$ cat config.mk
export PLATFORM = sky130hd
export DESIGN_NAME = hash_result_serializer
export DESIGN_NICKNAME = d
export VERILOG_FILES = /design/src/rtl/hash_result_serializer.sv
export SDC_FILE = /design/constraint.sdc
export NUM_CORES = 1
export LEC_CHECK = 0
export BUFFER_PORTS_ARGS = -buffer_cell sky130_fd_sc_hd__buf_2
export CORE_MARGIN = 1.5
export CORE_UTILIZATION = 55
export DETAILED_ROUTE_END_ITERATION = 12
export PLACE_DENSITY = 0.85
export SETUP_SLACK_MARGIN = 0.1
export SLEW_MARGIN = 20
export SYNTH_ARGS = -nofsm -noshare
export SYNTH_HDL_FRONTEND = slang
export SYNTH_SLANG_ARGS = --single-unit
$ cat constraint.sdc
create_clock -name clk -period 6.6 [get_ports clk]
set_input_delay 0 -clock clk [delete_from_list [all_inputs] [get_ports clk]]
set_output_delay 0 -clock clk [all_outputs]
set_load 0.1 [all_outputs]
$ cat src/rtl/hash_result_serializer.sv
// hash_result_serializer: breaks one wide hash-result beat into per-position
// records in ascending position order. A beat with no valid rows but with a
// delimiter becomes a single marker record, so every delimited beat produces
// exactly one record flagged output_delim.

`ifndef HASH_ISSUE_WIDTH
`define HASH_ISSUE_WIDTH 4
`endif
`ifndef ROW_SIZE
`define ROW_SIZE 2
`endif
`ifndef ADDR_WIDTH
`define ADDR_WIDTH 16
`endif
`ifndef META_MATCH_LEN_WIDTH
`define META_MATCH_LEN_WIDTH 4
`endif

module hash_result_serializer #(
  parameter int ISSUE_WIDTH = `HASH_ISSUE_WIDTH,
  parameter int ROW_SIZE    = `ROW_SIZE,
  parameter int ADDR_WIDTH  = `ADDR_WIDTH,
  parameter int MLEN_W      = `META_MATCH_LEN_WIDTH
) (
  input  logic                                    clk,
  input  logic                                    rst_n,
  // wide input beat
  input  logic                                    input_valid,
  output logic                                    input_ready,
  input  logic [ADDR_WIDTH-1:0]                   input_head_addr,
  input  logic [ISSUE_WIDTH-1:0]                  input_row_valid,
  input  logic [ISSUE_WIDTH*ROW_SIZE-1:0]         input_history_valid_vec,
  input  logic [ISSUE_WIDTH*ROW_SIZE*ADDR_WIDTH-1:0] input_history_addr_vec,
  input  logic [ISSUE_WIDTH*ROW_SIZE*MLEN_W-1:0]  input_meta_match_len_vec,
  input  logic [ISSUE_WIDTH*ROW_SIZE-1:0]         input_meta_match_can_ext_vec,
  input  logic [ISSUE_WIDTH*8-1:0]                input_data,
  input  logic                                    input_delim,
  // narrow per-position output
  output logic                                    output_valid,
  input  logic                                    output_ready,
  output logic [ADDR_WIDTH-1:0]                   output_addr,
  output logic                                    output_row_valid,
  output logic [ROW_SIZE-1:0]                     output_history_valid_vec,
  output logic [ROW_SIZE*ADDR_WIDTH-1:0]          output_history_addr_vec,
  output logic [ROW_SIZE*MLEN_W-1:0]              output_meta_match_len_vec,
  output logic [ROW_SIZE-1:0]                     output_meta_match_can_ext_vec,
  output logic [7:0]                              output_literal,
  output logic                                    output_last,
  output logic                                    output_delim
);

  localparam int IDX_W = (ISSUE_WIDTH > 1) ? $clog2(ISSUE_WIDTH) : 1;
  localparam int HA_W  = ROW_SIZE * ADDR_WIDTH;
  localparam int ML_W  = ROW_SIZE * MLEN_W;

  typedef enum logic {
    ST_IDLE = 1'b0,
    ST_EMIT = 1'b1
  } state_t;

  // FSM and bookkeeping
  state_t                   r_state;
  state_t                   w_state_next;
  logic [ISSUE_WIDTH-1:0]   r_pend_mask;
  logic [ISSUE_WIDTH-1:0]   w_pend_mask_next;
  logic                     r_marker;
  logic                     w_marker_next;

  // captured beat
  logic [ADDR_WIDTH-1:0]                     r_head_addr;
  logic [ISSUE_WIDTH*ROW_SIZE-1:0]           r_hist_valid;
  logic [ISSUE_WIDTH*ROW_SIZE*ADDR_WIDTH-1:0] r_hist_addr;
  logic [ISSUE_WIDTH*ROW_SIZE*MLEN_W-1:0]    r_mlen;
  logic [ISSUE_WIDTH*ROW_SIZE-1:0]           r_can_ext;
  logic [ISSUE_WIDTH*8-1:0]                  r_data;
  logic                                      r_delim;

  // per-position views of the captured beat
  logic [ROW_SIZE-1:0] w_pos_hv  [ISSUE_WIDTH];
  logic [HA_W-1:0]     w_pos_ha  [ISSUE_WIDTH];
  logic [ML_W-1:0]     w_pos_ml  [ISSUE_WIDTH];
  logic [ROW_SIZE-1:0] w_pos_ce  [ISSUE_WIDTH];
  logic [7:0]          w_pos_lit [ISSUE_WIDTH];

  logic [IDX_W-1:0]       w_idx;
  logic                   w_any_pend;
  logic                   w_onehot;
  logic                   w_last;
  logic                   w_out_valid;
  logic                   w_out_fire;
  logic                   w_in_ready;
  logic                   w_in_fire;
  logic [ISSUE_WIDTH-1:0] w_mask_minus1;

  genvar gi;
  generate
    for (gi = 0; gi < ISSUE_WIDTH; gi++) begin : g_pos
      assign w_pos_hv[gi]  = r_hist_valid[gi*ROW_SIZE +: ROW_SIZE];
      assign w_pos_ha[gi]  = r_hist_addr[gi*HA_W +: HA_W];
      assign w_pos_ml[gi]  = r_mlen[gi*ML_W +: ML_W];
      assign w_pos_ce[gi]  = r_can_ext[gi*ROW_SIZE +: ROW_SIZE];
      assign w_pos_lit[gi] = r_data[gi*8 +: 8];
    end
  endgenerate

  // lowest pending position wins (scan from the top so the lowest overwrites)
  always_comb begin
    w_idx = '0;
    for (int i = ISSUE_WIDTH - 1; i >= 0; i--) begin
      if (r_pend_mask[i]) begin
        w_idx = IDX_W'(i);
      end
    end
  end

  assign w_any_pend    = |r_pend_mask;
  assign w_mask_minus1 = r_pend_mask - {{(ISSUE_WIDTH-1){1'b0}}, 1'b1};
  assign w_onehot      = w_any_pend && ((r_pend_mask & w_mask_minus1) == '0);
  assign w_last        = w_onehot || r_marker;
  assign w_out_valid   = (r_state == ST_EMIT);
  assign w_out_fire    = w_out_valid && output_ready;

  // ready while idle, or when the last record of the beat leaves this cycle
  assign w_in_ready = rst_n && ((r_state == ST_IDLE) || (w_out_fire && w_last));
  assign w_in_fire  = input_valid && w_in_ready;
  assign input_ready = w_in_ready;

  // output record: sliced from the captured beat at the current index
  always_comb begin
    output_valid                  = w_out_valid;
    output_row_valid              = 1'b0;
    output_addr                   = r_head_addr + ADDR_WIDTH'(w_idx);
    output_history_valid_vec      = '0;
    output_history_addr_vec       = '0;
    output_meta_match_len_vec     = '0;
    output_meta_match_can_ext_vec = '0;
    output_literal                = '0;
    output_last                   = w_last;
    output_delim                  = w_last && r_delim;
    if (r_marker) begin
      // marker carries only the delimiter, pointing at the beat's last address
      output_addr = r_head_addr + ADDR_WIDTH'(ISSUE_WIDTH - 1);
    end else begin
      output_row_valid              = w_any_pend;
      output_history_valid_vec      = w_pos_hv[w_idx];
      output_history_addr_vec       = w_pos_ha[w_idx];
      output_meta_match_len_vec     = w_pos_ml[w_idx];
      output_meta_match_can_ext_vec = w_pos_ce[w_idx];
      output_literal                = w_pos_lit[w_idx];
    end
  end

  // next state: retire the presented record, then a capture overrides
  always_comb begin
    w_state_next     = r_state;
    w_pend_mask_next = r_pend_mask;
    w_marker_next    = r_marker;
    if (w_out_fire) begin
      if (r_marker) begin
        w_marker_next = 1'b0;
      end else begin
        w_pend_mask_next[w_idx] = 1'b0;
      end
      if (w_last) begin
        w_state_next = ST_IDLE;
      end
    end
    if (w_in_fire) begin
      w_pend_mask_next = input_row_valid;
      w_marker_next    = (input_row_valid == '0) && input_delim;
      w_state_next     = ((input_row_valid != '0) || input_delim) ? ST_EMIT : ST_IDLE;
    end
  end

  // state and bookkeeping registers
  always_ff @(posedge clk) begin
    if (!rst_n) begin
      r_state     <= ST_IDLE;
      r_pend_mask <= '0;
      r_marker    <= 1'b0;
    end else begin
      r_state     <= w_state_next;
      r_pend_mask <= w_pend_mask_next;
      r_marker    <= w_marker_next;
    end
  end

  // beat payload is loaded on every accepted beat and held until the next one
  always_ff @(posedge clk) begin
    if (!rst_n) begin
      r_head_addr  <= '0;
      r_hist_valid <= '0;
      r_hist_addr  <= '0;
      r_mlen       <= '0;
      r_can_ext    <= '0;
      r_data       <= '0;
      r_delim      <= 1'b0;
    end else if (w_in_fire) begin
      r_head_addr  <= input_head_addr;
      r_hist_valid <= input_history_valid_vec;
      r_hist_addr  <= input_history_addr_vec;
      r_mlen       <= input_meta_match_len_vec;
      r_can_ext    <= input_meta_match_can_ext_vec;
      r_data       <= input_data;
      r_delim      <= input_delim;
    end
  end

endmodule

### Word-level counts from Yosys, hierarchy flattened

Cells that the tools add are included.

* equal/unequal tests: 1
* bitwise gates (word level): 5
* add/subtract/negate cells: 3
* reductions and logical operators: 19
* mux-type cells: 37
* order comparisons: 3

Operators by type and width (count)
* 32-bit 2-to-1 mux: 3
* 32-bit binary-select mux with 2-bit select: 1
* 8-bit 2-to-1 mux: 6
* 8-bit binary-select mux with 2-bit select: 2
* 2-bit 2-to-1 mux: 10
* 16-bit by 2-bit adder with 16-bit output: 1
* 16-bit by 2-bit adder with 16-bit output (second input constant): 1
* 16-bit 2-to-1 mux: 1
* 4-bit 2-to-1 mux: 3
* 4-bit bitwise AND: 2
* 2-bit binary-select mux with 2-bit select: 2
* 1-bit logical AND: 8
* 4-bit logical NOT: 2
* 1-bit 2-to-1 mux: 8
* 4-bit inverter: 1
* 2-bit AND reduction: 2
* 2-bit nonzero test: 2
* 4-bit nonzero test: 1
* 4-bit OR reduction: 1
* 4-bit by 1-bit subtractor with 4-bit output (second input constant): 1
* 3-bit >= comparator (second input constant): 1
* 1-bit logical OR: 3
* 2-bit by 3-bit less-than comparator with 1-bit output (second input constant): 1
* 2-bit inverter with 3-bit output: 1
* other kinds (4): 4

* bits of input ports: 233
* flip-flop bits (word level): 231
* output and inout bits: 73

### Longest topological paths before layout

* word-level depth: 13
* mapped depth: 14
* mapped depth without buffers: 11

### Worst setup path before layout

No wires, ideal clock.

* kind: register to output
* start: reg r_pend_mask[2]
* end: out output_addr[10]
* arrival time: 3911 ps
* required time: 6600 ps
* cell stages (with the launch flop): 13
* setup slack: 2689 ps
* cells stage by stage: dfxtp_1 -> nand2b_1 -> a21oi_1 -> buf_2 -> buf_2 -> or2_2 -> ha_1 -> inv_1 -> fa_1 -> nor2b_1 -> nand2b_1 -> or2_2 -> xnor2_1

* word-level cells in the longest chain between the ends: 5

Ends and longest elaborated chain
* start: declaration: line 64 `logic [ISSUE_WIDTH-1:0] r_pend_mask;`
* start signal: assignment: line 183 `r_pend_mask <= w_pend_mask_next;`
* 2-bit 2-to-1 mux (3 in series): line 110 `if (r_pend_mask[i]) begin`
* 16-bit by 2-bit adder with 16-bit output: line 132 `output_addr = r_head_addr + ADDR_WIDTH'(w_idx);`
* 16-bit 2-to-1 mux: line 140 `if (r_marker) begin`
* end: declaration: line 41 `output logic [ADDR_WIDTH-1:0] output_addr,`

Every way passes these cells.

### Worst setup path in the final report

* start: reg r_pend_mask[3]
* end: out output_addr[14]

* word-level cells in the longest chain between the ends: 6

Ends and longest elaborated chain (line)
* 2-bit 2-to-1 mux (4 in series): 110
* 16-bit by 2-bit adder with 16-bit output: 132
* 16-bit 2-to-1 mux: 140

Every way passes these cells.

==> impl_results.md <==
* Setup CP Type: reg2out
* RSZ-0062 raised after global routing: no
* Minimum clock period after layout at 4410 ps
* Vias at 11,500
* Final Cell Area at 0.0144 mm^2
* Crit share post-route at 0.669
* Initial antenna violation count at 1
* Max Root-Sink Buffers at 3
* Mapped Nets at 1,502
* CTS tree: built
* Yosys top cell area share at 0.467
* Yosys warns at 0
* Average size of a mapped cell at 7.83 um^2
* Fraction of layout cells with a size suffix above 1 at 0.209
* Area leader, netlist: dfxtp_1
* Layout Nets at 1,967
* Buffer count from post-CTS setup fixing at 0
* Max VDD drop at 0.307 mV
* Largest net degree at the start of global routing at 232
* Die Wd at 137 um
* Placed cell area at 0.0112 mm^2
* Count of cell types in the netlist at 39
* Worst EP required at 6600 ps
* Power per standard cell area at 319 mW/mm^2
* CP max stage delay at 760 ps
* First-pass GRT wire length at 57,300 um
* Max_cap viols at 0
* Crit path max fanout at 53
* Cell Count, Final, Fillers Out at 1,973
* Vias/cell at 5.84
* Status: finished clean
* CTS Hold Bufs at 232
* Final wirelength at 37,300 um
* Register area share after synthesis at 0.467
* Die area at 0.0188 mm^2
* H-Tree Depth at 1
* Grt ovf at 0
* Final worst clock skew at 17.6 ps
* Cells after Synth at 1,266
* Resize count post-CTS at 0
* CTS buffer count at 24
* Die Y at 137 um
* Vias in the first global route at 11,700
* Post-route ant nets at 0
* Starting Density at 0.567
* Post-synth EDFFs at 0
* Critical Path, Cell by Cell: nand2b_1 -> a21oi_4 -> buf_4 -> or2_2 -> ha_1 -> inv_1 -> fa_1 -> nor2b_1 -> nand2b_1 -> or2_2 -> nor2_1 -> xor2_1 -> buf_2
* RD Place Congestion at 0.845
* Primary FF master, synth: dfxtp_1
* Final Slew Violations at 0
* DRC Markers at 0
* Setup crit end kind: output pin
* 1st-iter DRT viols at 1,160
* Final setup fails at 0
* I/O Pins at 306
* WL/cell at 18.9 um
* Num rows at 48
* Area growth, synth to finish at 45.4%
* Post-Syn Area at 0.00991 mm^2
* Top area cells in the synthesized netlist: dfxtp_1 47%, nand2_1 18%, o21ai_1 9.6%
* Post-placement cell count at 1,698
* Max frequency at 0.227 GHz
* WP data arrival at 4410 ps
* Worst Hold Class: in2reg
* Least-Margin Pin Slew at 1030 ps
* Clock Pin Slew Worst Setup and Hold Paths at 60 ps
* Crit start category: flop
* Clock Root Buffer: clkbuf_16
* Detailed Place HPWL at 17,500 um
* Clk sink count at 231
* IO buf count at 305
* Setup TNS at 0 ps
* #FFs+latches synth at 231
* Asr flop ratio synth at 0
* Pre-Repair DR Iteration Count at 7
* Core area at 0.0175 mm^2
* Worst slew margin at 0.313
* Pleak at 6.03 nW
* Slowest cell on crit path: buf_4
* Final Hold Violating Endpoints at 0
* Total Routing Usage GR at 0.390
* Clock latency on the worst-skew pair at 510 ps
[power by group]
group / switching, mW / internal [mW]
combinational: 1.08 / 0.378
sequential: 0.109 / 1.56
clock: 0.560 / 0.916
[synth_stat cells, types with 2 or more instances]
cell	n
clkbuf_1	52
o211ai_1	3
a22oi_1	52
ha_1	2
nand4_1	3
or2_2	4
buf_2	16
o22ai_1	48
buf_12	2
nor2b_1	5
nor2_1	8
a21oi_1	2
clkbuf_2	15
inv_1	8
and3_1	2
dfxtp_1	231
o21ai_0	45
nand2b_1	2
nand2_1	466
buf_6	21
and2_1	3
nor3_1	2
nand3_1	4
mux2i_1	52
xor2_1	5
o21ai_1	191
xnor2_1	10
[layout by cell type, fill, tap and decap left out, drive strengths merged, types with 2 or more instances in the layout]
master       count
nand2          466
buf            314
o21ai          236
dlygate4sd3    232
dfxtp          231
a22oi           52
mux2i           52
o22ai           48
clkbuf          37
xnor2           10
inv              8
nor2             8
nor2b            5
xor2             5
or2              4
nand3            4
o211ai           4
nand4            3
bufinv           3
nor3             3
and2             3
nand2b           2
and3             2
ha               2
a21oi            2
[per-stage QoR]
stage	power (mW)	setup slack, ps	hold slack [ps]	utilization
after CTS	4.53	2270	105	0.824
after global placement	2.95	2930	194	0.642
final	4.60	2190	87.4	0.825
after floorplan	2.73	2690	109	-
after global routing	4.74	1960	131	0.825
after detailed placement	2.97	2840	202	0.642
[worst paths after layout]
kind                   startpoint         endpoint  slack, ps  cells past startpoint
setup / recovery   r_pend_mask[3]  output_addr[14]       2190                     13
hold / removal              rst_n  r_hist_addr[92]         90                      3
setup reg to reg         r_marker       r_mlen[12]       3650                      6
hold reg to reg   r_hist_addr[50]  r_hist_addr[50]        450                      2
[metal layers]
layer / GRT usage / part of all wire
met2: 0.664 / 0.49
met1: 0.409 / 0.34
met5: 0 / 0
met4: 0.318 / 0.083
met3: 0.0953 / 0.086
[sequential cells by signal (all words and copies together), names as in the netlist]
| name | cells |
|---|---|
| r_head_addr | 16 |
| r_hist_addr | 128 |
| r_delim | 1 |
| r_marker | 1 |
| r_pend_mask | 4 |
| r_hist_valid | 8 |
| r_data | 32 |
| r_mlen | 32 |
| r_can_ext | 8 |
| output_valid | 1 |
[worst max-delay path: cells and delay by family (launching register included)]
kind	cells	cell delay [ps]
simple gates	6	1280
buf+inv	3	1260
fa+ha+maj	2	560
flops	1	450
compound gates	1	190
xor+xnor	1	170
[final cells by class]
cell class | count | area, um^2
antenna | 1 | 2.50
clock buffer | 37 | 771
clock inverter | 5 | 103
fill | 928 | 3070
inverter | 8 | 30.0
multi-input combinational | 920 | 4650
sequential | 231 | 4630
tap | 225 | 282
timing repair buffer | 546 | 3950
[kinds of logic after synthesis]
logic type / count (synthesis) / synth area share
xor+xnor: 15 / 0.0133
compound gates: 348 / 0.199
fa+ha+maj: 3 / 0.00454
flops: 231 / 0.467
buf+inv: 115 / 0.0670
simple gates: 502 / 0.197
mux: 52 / 0.0525
(Power assumes the default switching activity.)
